===== config.mk =====
export PLATFORM = sky130hd
export DESIGN_NAME = icache_data_sram_ctrl
export DESIGN_NICKNAME = d
export VERILOG_FILES = /design/src/rtl/icache_data_sram_ctrl.sv
export SDC_FILE = /design/constraint.sdc
export NUM_CORES = 1
export LEC_CHECK = 0
export CORE_AREA = 4 4 215 217
export CTS_CLUSTER_SIZE = 30
export DETAILED_ROUTE_END_ITERATION = 10
export DIE_AREA = 0 0 219 221
export GPL_TIMING_DRIVEN = 0
export MAX_ROUTING_LAYER = met4
export PLACE_DENSITY = 0.57
export SYNTH_ARGS = -nofsm -noshare
export SYNTH_HDL_FRONTEND = slang
export SYNTH_SLANG_ARGS = --single-unit

===== constraint.sdc =====
create_clock -name clk_i -period 1.54 [get_ports clk_i]
set_input_delay 0.308 -clock clk_i [delete_from_list [all_inputs] [get_ports clk_i]]
set_output_delay 0.308 -clock clk_i [all_outputs]
set_load 0.01 [all_outputs]

===== src/rtl/icache_data_sram_ctrl.sv =====
// rtl/icache_data_sram_ctrl.sv - single-master controller for the icache data SRAM (refill writes + fetch reads)
//
// Ports:
//   clk_i, rst_ni                       clock, asynchronous active-low reset
//   refill_req_i/refill_line_i/refill_gnt_o
//                                       line refill request, line index, grant (high in IDLE)
//   refill_valid_i/refill_data_i/refill_ready_o
//                                       refill beat stream; ready means the SRAM write was issued
//   refill_done_o                       one-cycle pulse after the last beat of a line is written
//   rd_req_i/rd_addr_i/rd_gnt_o         fetch read request, word address, grant (SRAM read issued)
//   rd_rvalid_o/rd_rdata_o/rd_rready_i  read response stream with back-pressure
//   sram_req_o/sram_we_o/sram_addr_o/sram_wdata_o/sram_be_o/sram_rdata_i
//                                       one-port SRAM, read data valid one cycle after request
module icache_data_sram_ctrl #(
  parameter int NumWords  = 512,
  parameter int DataWidth = 128,
  parameter int LineWords = 2
) (
  input  logic                                 clk_i,
  input  logic                                 rst_ni,
  input  logic                                 refill_req_i,
  input  logic [$clog2(NumWords/LineWords)-1:0] refill_line_i,
  output logic                                 refill_gnt_o,
  input  logic                                 refill_valid_i,
  input  logic [DataWidth-1:0]                 refill_data_i,
  output logic                                 refill_ready_o,
  output logic                                 refill_done_o,
  input  logic                                 rd_req_i,
  input  logic [$clog2(NumWords)-1:0]          rd_addr_i,
  output logic                                 rd_gnt_o,
  output logic                                 rd_rvalid_o,
  output logic [DataWidth-1:0]                 rd_rdata_o,
  input  logic                                 rd_rready_i,
  output logic                                 sram_req_o,
  output logic                                 sram_we_o,
  output logic [$clog2(NumWords)-1:0]          sram_addr_o,
  output logic [DataWidth-1:0]                 sram_wdata_o,
  output logic [(DataWidth+7)/8-1:0]           sram_be_o,
  input  logic [DataWidth-1:0]                 sram_rdata_i
);

  localparam int AddrW = $clog2(NumWords);
  localparam int LineW = $clog2(NumWords / LineWords);
  localparam int BeatW = $clog2(LineWords);

  localparam logic [0:0] StIdle  = 1'b0;
  localparam logic [0:0] StWrite = 1'b1;

  localparam logic [BeatW-1:0] LastBeat = BeatW'(LineWords - 1);

  logic [0:0]           state_q;
  logic [LineW-1:0]     line_q;
  logic [BeatW-1:0]     beat_cnt_q;
  logic                 done_q;
  logic                 inflight_q;
  logic                 held_valid_q;
  logic [DataWidth-1:0] held_data_q;

  logic wr_fire;
  logic hazard;
  logic occ_any;
  logic rd_fire;

  // A refill beat always wins the SRAM port.
  assign wr_fire = (state_q == StWrite) && refill_valid_i;

  // Reads into the line being refilled would see a half-written line.
  assign hazard  = (state_q == StWrite) && (rd_addr_i[AddrW-1:BeatW] == line_q);

  // inflight and held_valid are mutually exclusive, so occ is 0 or 1; a new
  // read may only issue when the single pending response drains this cycle.
  assign occ_any = inflight_q | held_valid_q;
  assign rd_fire = rd_req_i && !wr_fire && !hazard && (!occ_any || rd_rready_i);

  assign refill_gnt_o   = (state_q == StIdle);
  assign refill_ready_o = wr_fire;
  assign refill_done_o  = done_q;
  assign rd_gnt_o       = rd_fire;
  assign rd_rvalid_o    = occ_any;
  assign rd_rdata_o     = held_valid_q ? held_data_q : sram_rdata_i;

  assign sram_req_o   = wr_fire | rd_fire;
  assign sram_we_o    = wr_fire;
  assign sram_addr_o  = wr_fire ? {line_q, beat_cnt_q} : rd_addr_i;
  assign sram_wdata_o = refill_data_i;
  assign sram_be_o    = '1;

  always_ff @(posedge clk_i or negedge rst_ni) begin
    if (!rst_ni) begin
      state_q    <= StIdle;
      line_q     <= '0;
      beat_cnt_q <= '0;
      done_q     <= 1'b0;
    end else begin
      done_q <= 1'b0;
      case (state_q)
        StIdle: begin
          if (refill_req_i) begin
            line_q     <= refill_line_i;
            beat_cnt_q <= '0;
            state_q    <= StWrite;
          end
        end
        default: begin
          if (refill_valid_i) begin
            beat_cnt_q <= beat_cnt_q + 1'b1;
            if (beat_cnt_q == LastBeat) begin
              state_q <= StIdle;
              done_q  <= 1'b1;
            end
          end
        end
      endcase
    end
  end

  // SRAM output is only valid for one cycle, so a stalled response is parked
  // in the hold register and served from there until consumed.
  always_ff @(posedge clk_i or negedge rst_ni) begin
    if (!rst_ni) begin
      inflight_q   <= 1'b0;
      held_valid_q <= 1'b0;
      held_data_q  <= '0;
    end else begin
      inflight_q <= rd_fire;
      if (inflight_q && !rd_rready_i) begin
        held_valid_q <= 1'b1;
        held_data_q  <= sram_rdata_i;
      end else if (held_valid_q && rd_rready_i) begin
        held_valid_q <= 1'b0;
      end
    end
  end

endmodule


Word-level counts from Yosys, hierarchy flattened
Cells that the tools add are included.

Register bits after elaboration: 141. Bits of input ports: 279. Word-level logic and storage cells: 43.

Add/subtract/negate cells: 1. Equality and inequality tests: 2. Mux-type cells: 14. Bitwise logic cells: 3. Reduce and logical (&&, ||, !) cells: 16.

Operator list (count): $mux W128 (1); $mux W1 (12); $mux W9 (1); $eq A8 B8 Y1 (1); $logic_and A1 B1 Y1 (7); $logic_not A1 Y1 (4); $reduce_and A2 Y1 (2); $reduce_bool A2 Y1 (2); $ne A2 B2 Y1 const B (1); $or A1 B1 Y1 (2); $add A1 B1 Y1 const B (1); $logic_or A1 B1 Y1 (1); $not A1 Y1 (1).

Longest topological paths before layout
Gate-level depths: netlist of run 1.

Depth after elaboration: 6. Depth in mapped cells: 4. Mapped depth without buffers: 4.

Least setup slack after synthesis of run 1
Ideal clock, no wire load.

Kind: reg2out. Start: reg state_q. End: out sram_req_o. Data arrival time: 1.128 ns. Required time: 1.232 ns. Path slack: 0.104 ns. Stages on the path, launching flop included: 5. Path buffers: 1. Cell sequence: dfrtp_1 > nand2_1 > buf_4 > o211ai_1 > o21ai_0.

Word-level cells in the longest chain between the ends: 6. Elaborated cells on any way between the ends: 8.

Ends and longest elaborated chain: start: declaration (line 51) `logic [0:0] state_q;`; start signal: assignment (line 90) `state_q <= StIdle;`; start signal: assignment (line 101) `state_q <= StWrite;`; start signal: assignment (line 108) `state_q <= StIdle;`; $logic_and A1 B1 Y1 (line 65) `assign wr_fire = (state_q == StWrite) && refill_valid_i;`; $logic_not A1 Y1 (line 73) `assign rd_fire = rd_req_i && !wr_fire && !hazard && (!occ_any || rd_rready_i);`; $logic_and A1 B1 Y1 (3 in a row) (line 73); $or A1 B1 Y1 (*) (line 82) `assign sram_req_o = wr_fire | rd_fire;`; end: declaration (line 34) `output logic sram_req_o,`.

Mark *: on every way between the ends. The rest lies on a longest branch, timed or not.

Worst setup path after layout of run 1
Start: reg held_valid_q. End: out rd_rdata_o[29].

Word-level cells in the longest chain between the ends: 1.

Ends and longest elaborated chain: start: declaration (line 56) `logic held_valid_q;`; start signal: assignment (line 122) `held_valid_q <= 1'b0;`; start signal: assignment (line 127) `held_valid_q <= 1'b1;`; start signal: assignment (line 130) `held_valid_q <= 1'b0;`; $mux W128 (line 80) `assign rd_rdata_o = held_valid_q ? held_data_q : sram_rdata_i;`; end: declaration (line 32) `output logic [DataWidth-1:0] rd_rdata_o,`.

Every way passes these cells.

==> flow_summary.toml, run 1 <==
[run_status]
status = "finished, violations left"
failing_checks = "setup timing"

[critical_path]
timing.critical_path.buf_inv = 5
cp.arrival_ns = 1.92
r2r_start = "line_q[4]"
worstSetupPathType = "flip-flop to output pin"
critPathMaxFanout = 7
worst_path_most_repeated_cell = "buf_12"
worstReg2RegEnd = "inflight_q"
crit_chain = "buf_8 > buf_12 > buf_12 > clkbuf_16 > mux2_4 > buf_6"
crit_slowest_cell = "dfrtp_2"
worst_setup_path_end_kind = "output pin"
crit_path_max_incr_delay_ns = 0.43
timing.reg2reg.setup_slack_ns = -0.45
path_delay_family = "buffers and inverters"
worst_r2r_path_depth = 11
critPathLaunchType = "flip-flop"
required_ns = 1.23

[placed_design]
gp_routability_congestion = 0.751
port-buffer-count = 422
detailed_place_hpwl_um = 22000
dp.cells = 1647
place_ws_ns = -1.10

[power_and_ir_drop]
power.share.sequential = 0.318
power_density_mw_per_mm2 = 1240
p_sw_frac = 0.292
total_leakage_power_nw = 7.33
internal_power_contribution_mw = 13.8
vdd.ir_drop.worst_mv = 0.750
total_switching_power_mw = 5.69
p_comb_frac = 0.464
clock_power_share = 0.218

[cells_and_area]
antenna-diode-count = 0
fin_nets = 1436
layout-drive-gt1-share = 0.614
layoutNonFillerInstCount = 1762
area_growth_syn_to_layout_pct = 84.2

[drt]
post_drt_wl_per_cell_um = 17.4
detailroute.via_count = 6540
detail-route-antenna-nets = 0
avgViaCountPerCell = 3.71
drt-pass1-iter-count = 4
drc = 0
drt_first_iter_violations = 175
wirelength_um = 30700

[floorplanning]
die_width_um = 219
die_extent_in_y_um = 221
die_footprint_mm2 = 0.0484
core-area_mm2 = 0.0441
floorplan.initialDensity = 0.193
floorplan_row_count = 77
boundaryPins = 567

[global_route]
grt_remaining_overflow = 0
number_of_global_route_vias_before_repair = 7061
antenna_found_initial = 0
globalRouteTotalUtil = 0.122
wire_length_of_the_first_global_routing_pass_um = 43200
grt_start_max_net_pins = 79

[logic_synthesis]
synth_cells = 617
yosysMostFrequentCell = "mux2_2"
post-synth-top-area-cell = "dfrtp_1"
postSynthRegisterBits = 141
synth_warnings = 0
synth.cell_area_mm2 = 0.00851
synth_area_leaders = "dfrtp_1, mux2_2, mux2_4"
ys_top_cells_by_count = "mux2_2, buf_4, dfrtp_1"
async_set_reset_flop_share_out_of_synthesis = 1.00
synth-edff-count = 0
dominantRegCellSynth = "dfrtp_1"
syn-mean-instance-area_um2 = 13.8
synthDominantCellAreaShare = 0.414
synthDistinctLibCells = 22
synth.yosys.seq_area_share = 0.414

[sta]
clock-skew-final_ns = 0.0124
finalWorstSetupSlack_ns = -0.685
grt_setup_unrepaired = "true"
min_period_ns = 2.22
post_route_fraction_of_the_period_consumed_by_the_critical_path = 1.44
setup_viol = 143
transition_time_at_the_pin_with_the_least_slew_margin_ns = 0.556
finalMaxSlewViolations = 0
finalHoldViolCount = 0
fin_setup_tns_ns = -81.35
whs_ns = 0.389
achievable-frequency_ghz = 0.450
timing.max_slew.rel_slack = 0.629

[clock_network]
cts_buffers = 17
clkSlewWorstSetupHoldPaths_ns = 0.07
cts_tree = "done"
cts.root.buffer_cell = "clkbuf_16"
htreeDepth = 4
max-clock-path-buffers = 2
worst_skew_pair.late_latency_ns = 0.46
cts.sink_count = 141

[flow_run]
max_cap_viol_count = 0

[worst_hold_path]
hold_class = "input pin to async pin"
[power groups by stage]
stage                     Sequential [mW]  Combinational [mW]  Clock [mW]
after detailed placement             6.14                7.57           0
after CTS                            6.15                7.98        4.46
final                                6.21                9.06        4.25
after global routing                 6.41                9.63        4.59
after floorplan                      5.93                4.52           0
after global placement               6.10                7.52           0
[how the worst max path moves through the flow]
stage	to	slack, ns	startpoint	depth (start not counted)
floorplan	sram_req_o	0.10	state_q	4
global route	sram_req_o	-0.79	line_q[4]	6
global placement	line_q[6]	-6.48	rst_ni	1
detailed placement	sram_req_o	-1.10	rd_addr_i[5]	6
CTS	rd_rdata_o[42]	-0.85	held_valid_q	5
finish	rd_rdata_o[29]	-0.68	held_valid_q	6
[routing by layer]
layer,vias up,global-route usage,share of wire
met1,3176,0.136,0.39
met2,277,0.204,0.52
met4,0,0.0432,0.017
met3,27,0.0387,0.070
li1,3060,-,-
met5,-,-,0
[cells in the final DEF, fill, tap and decap left out, types with 2 or more instances in the layout]
master | netlist | final
clkdlybuf4s50_1 | 0 | 277
mux2_4 | 102 | 178
buf_4 | 157 | 163
buf_6 | 14 | 157
dfrtp_1 | 141 | 139
mux2_2 | 170 | 94
clkbuf_2 | 0 | 34
clkbuf_16 | 0 | 27
buf_12 | 0 | 21
conb_1 | 1 | 16
buf_2 | 4 | 11
buf_8 | 0 | 5
xnor2_1 | 7 | 5
nor2_1 | 5 | 4
clkinv_2 | 0 | 4
clkinv_4 | 0 | 4
inv_6 | 0 | 3
xnor2_2 | 0 | 2
bufinv_16 | 0 | 2
dfrtp_2 | 0 | 2
[final cells by class]
class | count | area [um^2]
sequential | 141 | 3530
timing repair buffer | 507 | 5260
fill | 4402 | 28400
clock buffer | 19 | 443
clock inverter | 13 | 140
buffer | 174 | 1530
multi-input combinational | 313 | 4020
inverter | 3 | 18.8
tap | 592 | 741
[flip-flops by register name (all words and copies together), names as in the netlist]
signal,count
held_data_q,128
line_q,8
beat_cnt_q,1
held_valid_q,1
inflight_q,1
refill_done_o,1
state_q,1
[stage by stage]
step                power [mW]  cell area, um^2   util
floorplan                 10.4             8570      -
global placement          13.6            13500  0.307
detailed placement        13.7            13600  0.307
CTS                       18.6            14700  0.332
global route              20.6            15700  0.355
finish                    19.5            15700  0.355
[kinds of logic (layout without fill, tap and decap cells)]
family,Yosys count,in the layout,share of synthesized area
and+or+nand+nor,13,13,0.00867
xor gates and xnor gates,8,8,0.00823
AOI/OAI and AO/OA,4,4,0.00294
other,1,16,0.000440
buffers and inverters,178,716,0.161
DFF,141,141,0.414
muxes,272,272,0.405
[what timing repair did]
item	in CTS	in global routing
endpoints found under the hold margin	63	0
hold buffers	1	0
setup buffers	22	53
gates resized for setup	413	442
gates cloned	3	10
endpoints found under the setup margin	145	145
pin swaps	5	6
Power figures use the tool's default switching activity.
==> run 2: changes to the inputs <==
--- a/config.mk
+++ b/config.mk
@@ -6,7 +6,7 @@
 export NUM_CORES = 1
 export LEC_CHECK = 0
 export CORE_AREA = 4 4 215 217
-export CTS_CLUSTER_SIZE = 30
+export CTS_CLUSTER_DIAMETER = 60
 export DETAILED_ROUTE_END_ITERATION = 10
 export DIE_AREA = 0 0 219 221
 export GPL_TIMING_DRIVEN = 0
==> results of run 2 <==
Same layout as run 1: the final DEF is identical, and so are final timing and power.
==> run 3: changes to the inputs <==
--- a/config.mk
+++ b/config.mk
@@ -5,13 +5,14 @@
 export SDC_FILE = /design/constraint.sdc
 export NUM_CORES = 1
 export LEC_CHECK = 0
-export CORE_AREA = 4 4 215 217
+export ABC_AREA = 1
+export CORE_AREA = 4 4 221 223
 export CTS_CLUSTER_DIAMETER = 60
 export DETAILED_ROUTE_END_ITERATION = 10
-export DIE_AREA = 0 0 219 221
+export DIE_AREA = 0 0 225 227
 export GPL_TIMING_DRIVEN = 0
 export MAX_ROUTING_LAYER = met4
-export PLACE_DENSITY = 0.57
+export PLACE_DENSITY = 0.55
 export SYNTH_ARGS = -nofsm -noshare
 export SYNTH_HDL_FRONTEND = slang
 export SYNTH_SLANG_ARGS = --single-unit
==> run 3 against run 2 <==
Net effect:
- the run still ends with setup timing left
- clock power is 6.4% higher
- global-route usage is 0.90 points higher
- first-iteration DRC count is 100% higher
- sequential share of layout area is 3.2 points higher
- critical path type unchanged
==> flow_summary.toml, run 3 <==
[run_status]
status = "finished, violations left"
failing_checks = "setup timing"

[logic_synthesis]
synth-compound-area-share = 0.172
yosysMostFrequentCell = "nand2_1"
synth_area_leaders = "dfrtp_1, o21ai_0, buf_4"
synth.cell_area_mm2 = 0.00821
ys_top_cells_by_count = "nand2_1, o21ai_0, inv_1"
synthDominantCellAreaShare = 0.430
synth-edff-count = 0
postSynthRegisterBits = 141
post_synth_and_or_nand_nor_area_fraction = 0.142
combinational_family_with_the_most_area_after_synthesis = "buffers and inverters"
async_set_reset_flop_share_out_of_synthesis = 1.00
dominantRegCellSynth = "dfrtp_1"
synthXorXnorAreaFrac = 0.00107
synth.yosys.seq_area_share = 0.430
synth_cells = 1079
post_synth_mux_area_share = 0
syn-mean-instance-area_um2 = 7.60
post-synth-top-area-cell = "dfrtp_1"
synth_warnings = 0
synthAdderAreaFrac = 0
synthDistinctLibCells = 21

[critical_path]
critPathMaxFanout = 10
required_ns = 1.23
critical_path.endpoint = "rd_rdata_o[30]"
timing.reg2reg.setup_slack_ns = 0.21
worst_setup_path_end_kind = "output pin"
r2r_start = "inflight_q"
critPathLaunchType = "flip-flop"
crit_chain = "buf_4 > buf_12 > buf_6 > o21ai_2 > clkdlybuf4s15_2"
crit_slowest_cell = "dfrtp_2"
crit_path_max_incr_delay_ns = 0.42
worst_r2r_path_depth = 5
worstSetupStartpoint = "held_valid_q"
worstReg2RegEnd = "held_data_q[123]"
worstSetupPathType = "flip-flop to output pin"
cp.arrival_ns = 1.75

[cells_and_area]
fin_nets = 1820
largest-register = "held_data_q"
largest_register_ffs = 128
n_fill_cell = 5056
layout-drive-gt1-share = 0.278
area_growth_syn_to_layout_pct = 67.4
top_regs = "held_data_q x128, line_q x8"
layout_commonest_cell = "clkdlybuf4s50_1"
layoutNonFillerInstCount = 2162
most-common-layout-cells = "clkdlybuf4s50_1, nand2_1, o21ai_0"

[clock_network]
htreeDepth = 4
cts.sink_count = 141
cts_tree = "done"
cts_buffers = 17
worst_skew_pair.late_latency_ns = 0.45
cts.root.buffer_cell = "clkbuf_16"
max-clock-path-buffers = 2
clkSlewWorstSetupHoldPaths_ns = 0.06

[placed_design]
detailed_place_hpwl_um = 26500
dp.cells = 2124
gp_routability_congestion = 0.781
port-buffer-count = 422

[drt]
detailroute.via_count = 8359
drt_first_iter_violations = 350
wirelength_um = 33600
drt-pass1-iter-count = 5
avgViaCountPerCell = 3.87
drc = 0
detail-route-antenna-nets = 0
post_drt_wl_per_cell_um = 15.5

[sta]
finalWorstSetupSlack_ns = -0.517
setup_viol = 141
fin_setup_tns_ns = -52.72
post_route_fraction_of_the_period_consumed_by_the_critical_path = 1.34
clock-skew-final_ns = 0.00687
whs_ns = 0.425
min_period_ns = 2.06
achievable-frequency_ghz = 0.486
finalMaxSlewViolations = 0
transition_time_at_the_pin_with_the_least_slew_margin_ns = 0.677
finalHoldViolCount = 0
timing.max_slew.rel_slack = 0.549
grt_setup_unrepaired = "true"

[power_and_ir_drop]
p_sw_frac = 0.346
total_switching_power_mw = 5.69
clock_power_share = 0.274
p_comb_frac = 0.367
internal_power_contribution_mw = 10.8
vdd.ir_drop.worst_mv = 0.633
power.share.sequential = 0.358
power_density_mw_per_mm2 = 1200
total_leakage_power_nw = 6.68

[worst_hold_path]
hold_class = "input pin to async pin"

[global_route]
globalRouteTotalUtil = 0.131
grt_start_max_net_pins = 78
grt_remaining_overflow = 0
wire_length_of_the_first_global_routing_pass_um = 50000
antenna_found_initial = 2
number_of_global_route_vias_before_repair = 8621

[floorplanning]
die_extent_in_y_um = 227
die_width_um = 225
die_footprint_mm2 = 0.0511
core-area_mm2 = 0.0466
boundaryPins = 567
floorplan.initialDensity = 0.176
floorplan_row_count = 79

[flow_run]
max_cap_viol_count = 0
run 3: cell count changes after synthesis, moves of 13 or more:
cell | before | now
buf_2 | 4 | 25
buf_8 | 0 | 13
inv_1 | 3 | 147
mux2_2 | 170 | 0
mux2_4 | 102 | 0
nand2_1 | 1 | 287
o21ai_0 | 2 | 233
o21ai_1 | 0 | 25
run 3: cell type report:
class,count,area [um^2],area share
multi-input combinational,602,2800,0.204
inverter,147,552,0.0402
antenna,1,2.50,0.000182
buffer,204,1670,0.122
timing repair buffer,428,3790,0.276
tap,607,759,0.0553
sequential,141,3530,0.257
clock inverter,14,191,0.0139
clock buffer,18,439,0.0320
run 3: how the worst min path moves through the flow:
stage	depth (start not counted)	slack, ns	endpoint	start
floorplan	0	0.01	beat_cnt_q	rst_ni
global placement	2	0.47	held_data_q[97]	held_data_q[97]
detailed placement	1	0.34	held_data_q[24]	rst_ni
CTS	3	0.39	held_data_q[70]	sram_rdata_i[70]
global route	3	0.41	held_data_q[84]	sram_rdata_i[84]
finish	2	0.43	held_data_q[24]	rst_ni
run 3: stage by stage:
step | utilization | setup WS, ns | power (mW) | area, um^2
detailed placement | 0.285 | -1.03 | 12.3 | 13300
floorplan | - | 0.188 | 8.94 | 8260
finish | 0.295 | -0.517 | 16.5 | 13700
global route | 0.295 | -0.624 | 17.7 | 13700
CTS | 0.298 | -0.737 | 16.8 | 13900
global placement | 0.285 | -6.13 | 12.2 | 13200
run 3: cell families after synthesis:
kind of cell	count (synthesis)
AND/OR/NAND/NOR	309
XOR/XNOR	1
other	1
buffers and inverters	351
AO/OA/AOI/OAI	276
flip-flops	141
run 3: what timing repair did:
| action | 4_1_cts | 5_1_grt |
|---|---|---|
| endpoints found under the setup margin | 184 | 266 |
| gates cloned | 1 | 0 |
| gates resized for setup | 540 | 234 |
| hold buffers | 1 | 0 |
| hold endpoints to repair | 64 | 0 |
| buffers inserted | 3 | 0 |
run 3: critical path, delay by kind of cell (launching register included):
kind | cells | cell delay [ns]
DFF | 1 | 0.42
AOI/OAI and AO/OA | 1 | 0.20
buffers and inverters | 4 | 0.67
run 3: power by group through the flow:
| stage | clock (mW) | sequential, mW | combinational, mW |
|---|---|---|---|
| finish | 4.52 | 5.90 | 6.04 |
| global route | 4.84 | 6.09 | 6.80 |
| CTS | 4.72 | 5.86 | 6.18 |
| detailed placement | 0 | 5.92 | 6.38 |
| global placement | 0 | 5.88 | 6.30 |
| floorplan | 0 | 5.75 | 3.18 |
run 3: metal layers:
| metal | wire length (um) | up-vias | track usage |
|---|---|---|---|
| li1 | - | 4125 | - |
| met1 | 13800 | 3902 | 0.154 |
| met2 | 16900 | 309 | 0.214 |
| met3 | 2390 | 23 | 0.0400 |
| met4 | 448 | 0 | 0.0423 |
| met5 | 0 | - | - |
